## src/rtl/seg7_pkg.sv

```systemverilog
// Shared types and constants for the 7-segment scanner.
// The content struct carries the brightness field only when SEG7_DIM_EN is defined.
package seg7_pkg;

    localparam int DIGITS = 8;

    localparam int SEG_A  = 0;
    localparam int SEG_B  = 1;
    localparam int SEG_C  = 2;
    localparam int SEG_D  = 3;
    localparam int SEG_E  = 4;
    localparam int SEG_F  = 5;
    localparam int SEG_G  = 6;
    localparam int SEG_DP = 7;

    // Active-high gfedcba patterns for 0..F.
    localparam logic [6:0] GLYPH [16] = '{
        7'h3F, 7'h06, 7'h5B, 7'h4F, 7'h66, 7'h6D, 7'h7D, 7'h07,
        7'h7F, 7'h6F, 7'h77, 7'h7C, 7'h39, 7'h5E, 7'h79, 7'h71
    };

    typedef enum logic {
        BLANK = 1'b0,
        ON    = 1'b1
    } slot_state_t;

    typedef struct packed {
`ifdef SEG7_DIM_EN
        logic [3:0]  bright;
`endif
        logic [7:0]  blank;
        logic [7:0]  dp;
        logic [31:0] hex;
    } content_t;

    function automatic content_t content_rst();
        content_t c;
        c       = '0;
        c.blank = '1;
`ifdef SEG7_DIM_EN
        c.bright = '1;
`endif
        return c;
    endfunction

endpackage

```

## src/rtl/seg7_hexdec.sv

```systemverilog
// Combinational hex nibble to active-high gfedcba glyph decoder.
module seg7_hexdec
    import seg7_pkg::*;
(
    input  logic [3:0] nib,
    output logic [6:0] glyph
);

    assign glyph = GLYPH[nib];

endmodule

```

## src/rtl/seg7_scan.sv

```systemverilog
// 8-digit multiplexed 7-segment scanner with double-buffered content and per-slot dead-time.
// All outputs registered; optional PWM dimming during ON when SEG7_DIM_EN is defined.
module seg7_scan
    import seg7_pkg::*;
#(
    parameter int CLK_HZ       = 50_000_000,
    parameter int SCAN_HZ      = 1000,
    parameter int BLANK_CYCLES = 64
) (
    input  logic        clk_sys,
    input  logic        rst,
    input  logic [31:0] hex,
    input  logic [7:0]  dp,
    input  logic [7:0]  blank,
    input  logic [3:0]  bright,
    input  logic        update,
    output logic [7:0]  dig,
    output logic [7:0]  seg,
    output logic        frame_start
);

    localparam int PERIOD = CLK_HZ / SCAN_HZ;
    localparam int CW     = $clog2(PERIOD);
    localparam int IW     = $clog2(DIGITS);
    localparam slot_state_t FIRST_STATE = (BLANK_CYCLES == 0) ? ON : BLANK;

    logic [CW-1:0] cnt, nxt_cnt;
    logic [IW-1:0] idx, nxt_idx;
    slot_state_t   state, nxt_state;
    logic          run;
    content_t      pending, active, act_nxt, in_c;
    logic [6:0]    glyph;
    logic [7:0]    dig_d, seg_d;
    logic          lit;

`ifdef SEG7_DIM_EN
    logic [3:0] pwm, nxt_pwm;
`else
    logic unused_bright;
    assign unused_bright = ^bright;
`endif

    always_comb begin
        in_c       = '0;
        in_c.hex   = hex;
        in_c.dp    = dp;
        in_c.blank = blank;
`ifdef SEG7_DIM_EN
        in_c.bright = bright;
`endif
    end

    // The counters describe the slot position the outputs currently show; run holds
    // the first post-reset edge at position 0 so frame_start fires right away.
    always_comb begin
        nxt_cnt   = cnt;
        nxt_idx   = idx;
        nxt_state = state;
        if (run) begin
            if (cnt == CW'(PERIOD - 1)) begin
                nxt_cnt   = '0;
                nxt_idx   = idx + IW'(1);
                nxt_state = FIRST_STATE;
            end else begin
                nxt_cnt = cnt + CW'(1);
                if (cnt + CW'(1) == CW'(BLANK_CYCLES))
                    nxt_state = ON;
            end
        end
    end

    // Frame boundary is the whole first cycle of digit 0; an update strobed then wins over pending.
    always_comb begin
        act_nxt = active;
        if (run && cnt == '0 && idx == '0)
            act_nxt = update ? in_c : pending;
    end

    seg7_hexdec u_hexdec (
        .nib   (act_nxt.hex[{nxt_idx, 2'b00} +: 4]),
        .glyph (glyph)
    );

`ifdef SEG7_DIM_EN
    always_comb begin
        nxt_pwm = '0;
        if (nxt_state == ON && state == ON)
            nxt_pwm = pwm + 4'd1;
    end
    assign lit = (nxt_pwm <= act_nxt.bright);
`else
    assign lit = 1'b1;
`endif

    always_comb begin
        dig_d = 8'hFF;
        seg_d = 8'hFF;
        if (nxt_state == ON && !act_nxt.blank[nxt_idx] && lit) begin
            dig_d[nxt_idx]      = 1'b0;
            seg_d[SEG_G:SEG_A]  = ~glyph;
            seg_d[SEG_DP]       = ~act_nxt.dp[nxt_idx];
        end
    end

    always_ff @(posedge clk_sys or posedge rst) begin
        if (rst) begin
            cnt         <= '0;
            idx         <= '0;
            state       <= FIRST_STATE;
            run         <= 1'b0;
            pending     <= content_rst();
            active      <= content_rst();
            dig         <= 8'hFF;
            seg         <= 8'hFF;
            frame_start <= 1'b0;
`ifdef SEG7_DIM_EN
            pwm         <= '0;
`endif
        end else begin
            run         <= 1'b1;
            cnt         <= nxt_cnt;
            idx         <= nxt_idx;
            state       <= nxt_state;
            active      <= act_nxt;
            if (update)
                pending <= in_c;
            dig         <= dig_d;
            seg         <= seg_d;
            frame_start <= (nxt_cnt == '0) && (nxt_idx == '0);
`ifdef SEG7_DIM_EN
            pwm         <= nxt_pwm;
`endif
        end
    end

endmodule

```

## config.mk

```make
export PLATFORM = sky130hd
export DESIGN_NAME = seg7_scan
export DESIGN_NICKNAME = d
export VERILOG_FILES = /design/src/rtl/seg7_pkg.sv /design/src/rtl/seg7_hexdec.sv /design/src/rtl/seg7_scan.sv
export SDC_FILE = /design/constraint.sdc
export NUM_CORES = 1
export LEC_CHECK = 0
export BUFFER_PORTS_ARGS = -buffer_cell sky130_fd_sc_hd__clkbuf_2
export CORE_MARGIN = 2
export CORE_UTILIZATION = 45
export CTS_BUF_LIST = sky130_fd_sc_hd__clkbuf_16
export DETAILED_ROUTE_END_ITERATION = 6
export PLACE_DENSITY = 0.68
export SYNTH_ARGS = -nofsm -noshare
export SYNTH_HDL_FRONTEND = slang
export SYNTH_SLANG_ARGS = --single-unit
```

## constraint.sdc

```tcl
create_clock -name clk_sys -period 4.8 [get_ports clk_sys]
set_input_delay 0.48 -clock clk_sys [delete_from_list [all_inputs] [get_ports clk_sys]]
set_output_delay 0.48 -clock clk_sys [all_outputs]
set_load 0.01 [all_outputs]
```

==> key figures <==
Finish
  – # nets final: between 700 and 800
  – Post-route cell area: roughly 0.0077 mm^2
  – Antenna diodes: 0
  – Area of the multi-input gates: ~0.0029 mm^2
  – Sequential cell area: 0.003393 mm^2
  – Share of cells above drive strength 1: 0.3379
  – Filler Cells Inserted: between 1000 and 1500
  – Area Growth Syn to Fin: 14.88%

Synthesis
  – Synth Area in Simple Gates: 0.1297
  – Flops & latches, synth: roughly 130
  – Ys Warns: 0
  – Post-Synth Adder-Cell Area: 0.01877
  – Gate Count Post-Synth: between 500 and 600
  – Fraction of registers with async set or reset after synthesis: 1.000
  – Syn nets: around 650
  – Post-synth top flop: dfrtp_1
  – Average cell area after synthesis: ~11 um^2
  – Compound-cell area share of the yosys netlist: 0.1139
  – Post-synthesis sequential area ratio: 0.5090
  – Post-synth EDFFs: 0
  – Multiplexer area fraction after synthesis: 0.1593
  – Unique masters post-synth: between 70 and 80
  – Xor/xnor share of the synthesized area: 0.01051
  – Mapped Area: 0.006666 mm^2
  – Main combinational cell family by area after synthesis: multiplexers

Route
  – Initial DRC Count: ~400
  – Per-cell routed wire length: between 15 and 20 um
  – DRT Wirelength: 14150 um
  – # DRC: 0
  – DR pass1 iterations: 4
  – Final ANT Viol Nets: 0
  – Via density: between 5 and 6
  – Vias: 4646

Timing
  – Final Slew Violations: 0
  – Setup TNS Final: 0 ns
  – # setup viols final: 0
  – Endpoints failing hold: 0
  – Fin crit share: 0.8342
  – Worst-Margin Slew: approximately 1.1 ns
  – Relative slew margins: 0.2870
  – Tmin final: 4.004 ns
  – Max Clk Rate: between 0.2 and 0.25 GHz
  – Clock Skews: 0.01251 ns
  – RSZ-0062 raised after global routing: no

Run
  – Total of max-cap violations: 0

Placed design
  – Port bufs: between 60 and 70
  – Gpl congestion: roughly 0.84
  – Dpl cell area: 0.007063 mm^2
  – DP HPWL: between 10000 and 15000 um

Floorplanning
  – Die width: roughly 130 um
  – Rows: 44
  – Die height: 125.7 um
  – Ports: 72
  – Core region area: 0.01448 mm^2
  – Die ar.: around 0.016 mm^2
  – Initial Util: 0.4604

Worst setup path
  – CP startpoint kind: flip-flop
  – Worst EP arrival: ~4.3 ns
  – Setup CP Type: reg -> reg
  – Critical-path maximum fanout: 32
  – Crit. End Element: flip-flop
  – CP required: 5.12 ns

Global routing
  – Initial antenna violation count: 0
  – Total gr overflow: 0
  – First-pass GRT wire length: 23390 um
  – All-Layer GR Usage: 0.1862
  – Largest net degree at the start of global routing: slightly below 90
  – Vias in the first global route: between 4000 and 5000

CTS
  – Post-CTS Setup Inserts: 0
  – Clock-pin slew on the worst setup and hold paths: ~0.06 ns
  – Clock tree from TritonCTS: done
  – Clock buffer depth: 2
  – Later-pin clock latency in the skew report: around 0.42 ns
  – Number of hold buffers added after cts: 0
  – Post-CTS sizing: 0
  – CTS H-tree depth: 4
  – CTS sink count: ~130
  – TritonCTS buffer count: 17
  – Clock tree root driver cell: clkbuf_16

Status
  – Status: finished clean

Power and ir drop
  – Leakage: roughly 3.4 nW
  – Pwr/cell area: 487.9 mW/mm^2
  – Worst vdd ir: between 0.2 and 0.3 mV

Hold path
  – HP Class: in -> async
-- per-stage QoR --
stage	power, mW	hold slack [ns]	std cells	utilization	setup WS [ns]
after floorplan	2.232	0.4411	584	-	0.7902
after global placement	2.383	0.4559	812	0.4878	0.9854
after detailed placement	2.443	0.4629	812	0.4878	0.8131
after CTS	3.763	0.2987	844	0.5289	0.7986
after global routing	3.942	0.3040	844	0.5289	0.4543
final	3.737	0.3080	844	0.5289	0.7956
-- where the power goes --
| group | internal (mW) | switching (mW) |
|---|---|---|
| clock network | 0.851 | 0.455 |
| logic | 0.433 | 0.471 |
| registers | 1.42 | 0.111 |
-- path summary, 6_finish.rpt --
check                                 from     endpoint  slack, ns  cells after the start
worst min register to register  active[25]   active[25]       0.47                      2
max in group asynchronous              rst   active[16]       3.29                      3
worst min-delay path                   rst  pending[22]       0.31                      2
worst max-delay path                idx[0]       seg[3]       0.80                     15
min in group clk_sys              blank[7]  pending[47]       0.31                      2
worst max register to register      idx[0]       seg[3]       0.80                     15
-- cell usage after synthesis (all sizes together), types with 2 or more instances --
library cell | number | area (um^2)
dfrtp | 102 | 2552
mux2 | 58 | 656.9
nand2 | 51 | 191.4
o21ai | 36 | 180.2
inv | 35 | 131.4
dfstp | 32 | 840.8
mux2i | 30 | 300.3
a21oi | 21 | 116.4
nand3 | 20 | 105.1
nor2 | 20 | 91.34
buf | 18 | 125.1
nor3 | 18 | 117.6
clkbuf | 15 | 98.84
o22ai | 11 | 68.82
ha | 10 | 125.1
and3 | 9 | 56.30
o211ai | 9 | 72.57
or2 | 9 | 56.31
o31ai | 8 | 60.06
nor4 | 7 | 58.81
a21boi | 6 | 45.04
nand4 | 6 | 43.79
xnor2 | 6 | 52.55
a22oi | 4 | 30.03
mux4 | 4 | 105.1
and4 | 3 | 28.78
nand2b | 3 | 18.77
nor4b | 3 | 32.53
o221ai | 3 | 26.28
a211oi | 2 | 15.01
a22o | 2 | 18.77
o32ai | 2 | 36.29
or3 | 2 | 12.51
xor2 | 2 | 17.52
-- logic make-up (layout without fill, tap and decap cells) --
kind of cell             count (synthesis)  after routing
flip-flops                             134            134
multiplexers                            92             92
AND/OR/NAND/NOR                        157            157
adder cells (fa/ha/maj)                 10             10
buffers and inverters                   69            145
AO/OA/AOI/OAI                          113            113
other                                    1              1
XOR/XNOR                                 8              8
-- cell usage in the layout (no fill, tap or decap), types with 9 or more instances in the layout --
cell type,instances
nand3_1,19
clkbuf_16,17
mux2i_1,30
clkbuf_2,67
dfstp_2,32
nor3_1,15
and3_1,9
mux2_2,57
o21ai_0,31
a21oi_1,20
inv_1,36
buf_4,11
nor2_1,18
o22ai_1,11
ha_1,10
nand2_1,51
dfrtp_1,102
-- registers in the layout, summed over array words and instances (netlist names) --
register     flops
active          48
cnt             16
dig              8
frame_start      1
idx              3
pending         48
run              1
seg              8
state            1
-- per-layer routing --
layer  track usage  share of wire  up-vias
met2        0.2884           0.47       99
met4       0.07386          0.020        0
met1        0.2547           0.47     2307
met3       0.04376          0.042       23
met5             0              0        -
li1              -              -     2217
-- critical path, stage by stage, from the launching register on --
cell and delay [ns]:
dfrtp_1 0.45, inv_1 0.21, ha_1 0.22, nor4bb_1 0.24, nand4_1 0.33, nor2_2 0.19
buf_4 0.40, mux2_2 0.40, mux2i_1 0.13, o22ai_1 0.10, a211oi_1 0.37, inv_1 0.14
ha_1 0.25, mux2_2 0.27, mux2i_1 0.12, nand2_1 0.07
-- cell type report --
class | instances | share of cell area
sequential | 134 | 0.4431
multi-input combinational | 381 | 0.3771
clock buffer | 17 | 0.05555
timing repair buffer | 78 | 0.05457
tap | 184 | 0.03006
clock inverter | 15 | 0.02222
inverter | 35 | 0.01748
Note: power is estimated with default switching activity, not from simulation.
